===== config.mk =====
export PLATFORM = sky130hd
export DESIGN_NAME = equiv_time_capture
export DESIGN_NICKNAME = d
export VERILOG_FILES = /design/src/rtl/equiv_time_capture.sv
export SDC_FILE = /design/constraint.sdc
export NUM_CORES = 1
export LEC_CHECK = 0
export ABC_AREA = 1
export BUFFER_PORTS_ARGS = -buffer_cell sky130_fd_sc_hd__buf_2
export CAP_MARGIN = 25
export CORE_AREA = 2 2 274 276
export DETAILED_ROUTE_END_ITERATION = 10
export DIE_AREA = 0 0 276 278
export HOLD_SLACK_MARGIN = 0.03
export MAX_ROUTING_LAYER = met4
export PLACE_DENSITY = 0.74
export RECOVER_POWER = 25
export SYNTH_ARGS = -nofsm -noshare
export SYNTH_HDL_FRONTEND = slang
export SYNTH_SLANG_ARGS = --single-unit
export TNS_END_PERCENT = 10

===== constraint.sdc =====
create_clock -name sys_clk -period 2.3 [get_ports sys_clk]
set_input_delay 0.345 -clock sys_clk [delete_from_list [all_inputs] [get_ports sys_clk]]
set_output_delay 0.345 -clock sys_clk [all_outputs]
set_load 0.005 [all_outputs]

===== src/rtl/equiv_time_capture.sv =====
// Equivalent-time capture: writes each ADC sample into a frame buffer at its delay phase,
// then freezes the reconstructed frame for readout.
module equiv_time_capture #(
   parameter int DATA_W     = 10,
   parameter int NUM_PHASES = 100,
   parameter int ADDR_W     = 7
) (
   input  logic              sys_clk,
   input  logic              rst,
   input  logic              arm,
   input  logic              samp_strobe,
   input  logic              sweep_sync,
   input  logic [DATA_W-1:0] adc_data,
   input  logic [ADDR_W-1:0] rd_addr,
   output logic [DATA_W-1:0] rd_data,
   output logic              frame_ready,
   output logic              busy,
   output logic              sync_err,
   output logic [ADDR_W-1:0] wr_phase,
   output logic [1:0]        state_dbg
);

   typedef enum logic [1:0] {
      IDLE      = 2'd0,
      WAIT_SYNC = 2'd1,
      CAPTURE   = 2'd2,
      READY     = 2'd3
   } state_t;

   localparam logic [ADDR_W-1:0] LAST_PHASE = ADDR_W'(NUM_PHASES - 1);

   state_t              state_q, state_d;
   logic [ADDR_W-1:0]   wr_phase_q, wr_phase_d;
   logic                sync_err_q, sync_err_d;
   logic                frame_ready_q, frame_ready_d;
   logic                busy_q, busy_d;
   logic [DATA_W-1:0]   rd_data_q, rd_data_d;

   logic                wr_en;
   logic [ADDR_W-1:0]   wr_addr;

   logic [DATA_W-1:0]   mem [NUM_PHASES];

   always_comb begin
      state_d    = state_q;
      wr_phase_d = wr_phase_q;
      sync_err_d = sync_err_q;
      wr_en      = 1'b0;
      wr_addr    = '0;

      // arm outranks any strobe in the same cycle, in every state
      if (arm) begin
         state_d    = WAIT_SYNC;
         wr_phase_d = '0;
         sync_err_d = 1'b0;
      end else begin
         case (state_q)
            WAIT_SYNC: begin
               if (samp_strobe && sweep_sync) begin
                  wr_en      = 1'b1;
                  wr_addr    = '0;
                  wr_phase_d = ADDR_W'(1);
                  state_d    = CAPTURE;
               end
            end
            CAPTURE: begin
               if (samp_strobe && sweep_sync) begin
                  // Out-of-sequence sync restarts the frame at phase 0
                  sync_err_d = 1'b1;
                  wr_en      = 1'b1;
                  wr_addr    = '0;
                  wr_phase_d = ADDR_W'(1);
               end else if (samp_strobe) begin
                  wr_en   = 1'b1;
                  wr_addr = wr_phase_q;
                  if (wr_phase_q == LAST_PHASE) begin
                     wr_phase_d = '0;
                     state_d    = READY;
                  end else begin
                     wr_phase_d = wr_phase_q + 1'b1;
                  end
               end
            end
            default: ;
         endcase
      end

      busy_d        = (state_d == WAIT_SYNC) || (state_d == CAPTURE);
      frame_ready_d = (state_d == READY);
      rd_data_d     = (rd_addr <= LAST_PHASE) ? mem[rd_addr] : '0;
   end

   always_ff @(posedge sys_clk or posedge rst) begin
      if (rst) begin
         state_q       <= IDLE;
         wr_phase_q    <= '0;
         sync_err_q    <= 1'b0;
         frame_ready_q <= 1'b0;
         busy_q        <= 1'b0;
         rd_data_q     <= '0;
      end else begin
         state_q       <= state_d;
         wr_phase_q    <= wr_phase_d;
         sync_err_q    <= sync_err_d;
         frame_ready_q <= frame_ready_d;
         busy_q        <= busy_d;
         rd_data_q     <= rd_data_d;
      end
   end

   // Buffer contents survive reset; read samples the pre-write value
   always_ff @(posedge sys_clk) begin
      if (wr_en && (wr_addr <= LAST_PHASE)) begin
         mem[wr_addr] <= adc_data;
      end
   end

   assign rd_data     = rd_data_q;
   assign frame_ready = frame_ready_q;
   assign busy        = busy_q;
   assign sync_err    = sync_err_q;
   assign wr_phase    = wr_phase_q;
   assign state_dbg   = state_q;

endmodule


# Yosys cells after proc, flatten, opt, wreduce, memory -nomap -nowiden
# Memories as Yosys holds them, arrays and structs flattened.
# Index checks and enable logic that the tools add are counted.
dict set report word_totals {
  regBits 22
  latch_bits 0
  mem_bits_rw 1000
  rom_bits 0
  n_memories 1
}
dict set report classes {
  add_sub_neg 1
  mul 0
  div 0
  magnitude_cmp 2
  n_eq_ne 8
  n_shift 0
  mux 27
  bitwise_logic 0
  n_reduce_logical 8
}
# name depth width read_ports rd_clocked_by_memory_dff wr line
set memory_table {}
lappend memory_table {mem 100 10 1 0 1 42} ;# logic [DATA_W-1:0] mem [NUM_PHASES];
# op n
set op_table {}
lappend op_table {{two-way mux 7 bit} 9}
lappend op_table {{less-or-equal comparator 7 bit (second input constant)} 2}
lappend op_table {{case mux 7 bit (2 select lines)} 1}
lappend op_table {{two-way mux 10 bit} 1}
lappend op_table {{two-way mux 2 bit} 5}
lappend op_table {{two-way mux 1 bit} 9}
lappend op_table {{adder 7 x 1 -> 7 bit (second input constant)} 1}
lappend op_table {{== test 7 bit (second input constant)} 1}
lappend op_table {{== test 2 bit (second input constant)} 3}
lappend op_table {{== test 2 x 1 -> 1 bit (second input constant)} 2}
lappend op_table {{!= test 4 bit (second input constant)} 1}
lappend op_table {{case mux 2 bit (2 select lines)} 1}
lappend op_table {{nonzero test 2 bit} 2}
lappend op_table {{!= test 3 bit (second input constant)} 1}
lappend op_table {{AND reduction 3 bit} 1}
lappend op_table {{nonzero test 3 bit} 1}
lappend op_table {{logical AND 1 bit} 2}
lappend op_table {{case mux 1 bit (2 select lines)} 1}
lappend op_table {{AND reduction 2 bit} 1}
lappend op_table {{logical OR 1 bit} 1}

# Logic depth before layout (Yosys ltp)
dict set report depth {
  ltp_word 8
  ltp_mapped 17
  mapped_depth_nobuf 14
}

# Least setup slack after synthesis
# OpenSTA, ideal clock, no wires.
dict set report synth_path {
  kind {register to register}
  start {register state_q[0] (netlist: state_dbg[0])}
  end {memory mem[33][0], enable pin}
  setup_time_ns 0.376
  arrival_time_ns 2.127
  t_required_ns 1.924
  setup_slack_ns -0.203
  stages_incl_launch_ff 13
  path_buffers 1
  period_less_slack_ns 2.503
  cell_sequence {dfrtp_1 inv_1 ha_1 inv_2 nor2_4 nand3_1 nand2_1 o21ai_1 nand2_1 nor3_2 nand3_1 buf_2 nor2_1}
}
dict set report synth_between {
  elab_chain_cells 7
  word_cells_on_any_way 10
}
# item line
set synth_lines {}
lappend synth_lines {{start: declaration} 32} ;# state_t state_q, state_d;
lappend synth_lines {{start signal: assignment} 102} ;# state_q <= state_d;
lappend synth_lines {{== test 2 bit} 57} ;# case (state_q)
lappend synth_lines {{two-way mux 7 bit} -}
lappend synth_lines {{two-way mux 7 bit} 52} ;# if (arm) begin
lappend synth_lines {{less-or-equal comparator 7 bit} 113} ;# if (wr_en && (wr_addr <= LAST_PHASE)) begin
lappend synth_lines {{logical AND 1 bit} 113}
lappend synth_lines {{two-way mux 1 bit} 113}
lappend synth_lines {{two-way mux 1 bit (not written as such)} 114} ;# mem[wr_addr] <= adc_data;
lappend synth_lines {{end: declaration} 42}
# Parallel ways exist; a longest one is shown, timed or not.

# Worst setup path in the final report
dict set report layout_path {
  start {register state_q[0] (netlist: state_dbg[0])}
  end {memory mem[31][0], enable pin}
}
# Same word-level chain as after synthesis.

==> impl_metrics.yaml <==
yosys:
  syn_nets: 3608
  synth_top_area_share_pct: 71.95
  ys_seq_elements: 1022
  synth_adder_area_share_pct: 0.1199
  synth_xor_area_share_pct: 0
  synth_top_family_by_area: "simple AND/OR/NAND/NOR gates"
  synthTopCellsByArea: "edfxtp_1 72%, nor2_1 6.4%, nand2_1 6.1%"
  ys.warnings.count: 0
  yosysSeqAreaShare_pct: 73.27
  synth_compound_area_share_pct: 6.212
  dominantRegCellSynth: "edfxtp_1"
  syn-cell-area_sq_um: 41740
  avgSynthCellArea_sq_um: 11.65
  synthCells: 3582
  yosysTopAreaCell: "edfxtp_1"
  synth-edff-count: 1000
  synth_cell_types: 33
  synth_common_cells: "1,000 x edfxtp_1, 709 x nor2_1, 679 x nand2_1, 348 x nand3_1, 345 x o21ai_0"
  synth_mux_area_share_pct: 0
  synth_most_common_cell: "edfxtp_1"
  async_reset_ff_share_pct: 2.153
  synthSimpleGateAreaFrac_pct: 17.15
clocking:
  cts_buffer_depth: 3
  cts_tree: "built"
  clk_pin_slew_ns: 0.06
  clk_latency_ns: 0.66
  numCtsBuffers: 99
  clock_sinks: 1022
  htreeDepth: 3
  root_buffer: "clkbuf_16"
sta:
  whs_ns: 0.2147
  report.final.slew_viol_count: 89
  period_share_pct: 112.0
  setup_ws_ns: -0.2768
  max_slew_margin_pct: -56.37
  timing.final.crit_period_ns: 2.577
  tightest_slew_ns: 2.345
  skew_ns: 0.01744
  hold_violations: 0
  rsz0062_at_grt: "yes"
  finalSetupViolations: 1000
  timing.fmax_mhz: 388.1
route:
  viasPerCell: 5.968
  vias: 29130
  first_pass_iters: 7
  drt_iter0_drc: 4092
  routed_wirelength_mm: 114.7
  drc: 0
  routedWlPerCell_um: 23.50
  ant_nets: 0
setup_path:
  path_buf_inv: 6
  path_common_cell: "buf_4"
  cp-start-kind: "flip-flop"
  critPathTopFamily: "buffers and inverters"
  critical-path-slowest-cell: "dfrtp_1"
  r2r_slack_ns: -0.28
  worstPathArrival_ns: 2.94
  crit_path_end_kind: "flip-flop"
  reg2reg_depth: 12
  rr_startpoint: "state_dbg[0]"
  crit_path_max_incr_delay_ns: 0.41
  r2r_end: "mem[31][0]"
  worst-path-max-fanout: 10
  worstSetupPathType: "reg2reg"
  cp.required_ns: 2.66
  path_cells: "inv_1 > ha_2 > inv_4 > nor2_4 > nand3_1 > buf_4 > nor2_1 > buf_4 > nand2_2 > buf_4 > nor2_1 > buf_6"
grt:
  grt_pass1_wl_mm: 170.7
  overflow: 0
  antenna_found_initial: 1
  top_usage_layer: "met2"
  gr-usage-met2_pct: 48.19
  grt_max_degree: 101
  grt.total_usage_pct: 30.59
  grt_pass1_vias: 28330
  use_met3_pct: 5.230
  use_met1_pct: 40.27
hold_path:
  hold_start: "sweep_sync"
  holdCritPathClass: "in2reg"
  min_to: "wr_phase[0]"
  whs_path_depth: 5
die:
  die_area_sq_um: 76730
  num_io_pins: 44
  die_y_um: 278
  initial_core_util_pct: 56.54
  dieWidth_um: 276
  coreArea_sq_um: 73820
  rows: 100
placement:
  dpl.hpwl_mm: 70.55
  gp_congestion: 0.9497
  port_buffers: 43
  placed_area_sq_um: 45580
run:
  maxCapViolCount: 3
power:
  vdd_ir_drop_max_v: 0.0005979
  total_power_w: 0.03936
  power_density_nw_per_um2: 790.7
  p_leak_nw: 17.70
finish:
  layout-drive-gt1-share_pct: 15.88
  design_area_sq_um: 49780
  final_nets: 3861
  area_growth_syn_to_layout_pct: 19.27
outcome:
  status: "finished, violations left"
  violations: "capacitance limit, slew limit, setup timing"
worst max-delay path by stage:
stage / startpoint / end / slack, ns / cells past startpoint
6_report: state_dbg[0] / mem[31][0] / -0.28 / 12
5_1_grt: state_dbg[0] / mem[31][8] / -0.35 / 12
4_1_cts: state_dbg[0] / mem[24][0] / -0.18 / 15
3_5_place_dp: state_dbg[0] / mem[28][0] / -0.56 / 12
3_3_place_gp: state_dbg[0] / mem[92][0] / -0.52 / 10
2_1_floorplan: state_dbg[0] / mem[63][0] / -0.15 / 11
registers in the layout (all words and copies together) (netlist names):
register / count
mem: 1000
rd_data: 10
wr_phase: 7
state_dbg: 2
busy: 1
frame_ready: 1
sync_err: 1
kinds of logic after synthesis:
group	count (synthesis)
AOI/OAI and AO/OA	490
adders and majority gates	4
buffers and inverters	300
DFF	1022
and+or+nand+nor	1766
area by class of cell:
cell class | instances | area (sq um)
antenna | 2 | 5.005
fill | 5068 | 24040
tap | 969 | 1212
clock inverter | 63 | 629.4
multi-input combinational | 2263 | 10380
inverter | 83 | 329.1
timing repair buffer | 366 | 4069
sequential | 1022 | 30580
clock buffer | 113 | 2572
per-stage QoR:
step / cells / util [%] / setup TNS (ns) / setup WS [ns]
4_1_cts: 4871 / 66.89 / -99.96 / -0.1831
2_1_floorplan: 3582 / - / -75.84 / -0.1452
3_3_place_gp: 4667 / 61.74 / -188.75 / -0.5236
5_1_grt: 4880 / 67.43 / -259.82 / -0.3487
6_report: 4881 / 67.43 / -181.63 / -0.2768
3_5_place_dp: 4667 / 61.74 / -209.96 / -0.5599
repair_timing:
action / CTS / global route
hold buffers: 4 / 0
gates cloned: 9 / 8
resized for setup: 86 / 109
setup endpoints to repair: 1000 / 1001
endpoints found under the hold margin: 34 / 0
pin swaps: 15 / 22
buffers inserted: 15 / 12
tightest hold or removal path: stages:
cell and delay (ns):
buf_2 0.15, nand2_1 0.12, nand3_1 0.10, nand3_1 0.05, o21ai_0 0.07
placed cells by master (no fill, tap or decap), types with 8 or more instances in the layout:
cell type / instances
buf_4: 176
nand3_1: 346
nor2_2: 25
a31oi_1: 8
o211ai_1: 41
nor2_4: 57
nand2_1: 670
or2_2: 14
nor2_1: 633
bufinv_16: 12
buf_2: 31
a21oi_1: 60
inv_1: 72
o22ai_1: 10
dfrtp_1: 22
o21ai_0: 345
clkbuf_16: 101
buf_6: 42
clkinv_1: 26
buf_12: 95
clkbuf_1: 18
edfxtp_1: 1000
o21ai_1: 20
clkinv_2: 18
power breakdown:
group	leakage [nW]	total [W]	internal, W	switching (W)
combinational	6.87	0.00273	0.000823	0.00191
sequential	9.26	0.0205	0.0205	0.0000154
clock	1.56	0.0161	0.00933	0.00681
total	17.7	0.0394	0.0306	0.00873
per-layer routing:
metal / part of all wire (%) / vias up
met5: 0 / -
met4: 3.9 / 0
met1: 38 / 14010
li1: - / 13060
met2: 48 / 1751
met3: 10 / 303
Note: power is estimated with default switching activity, not from simulation.
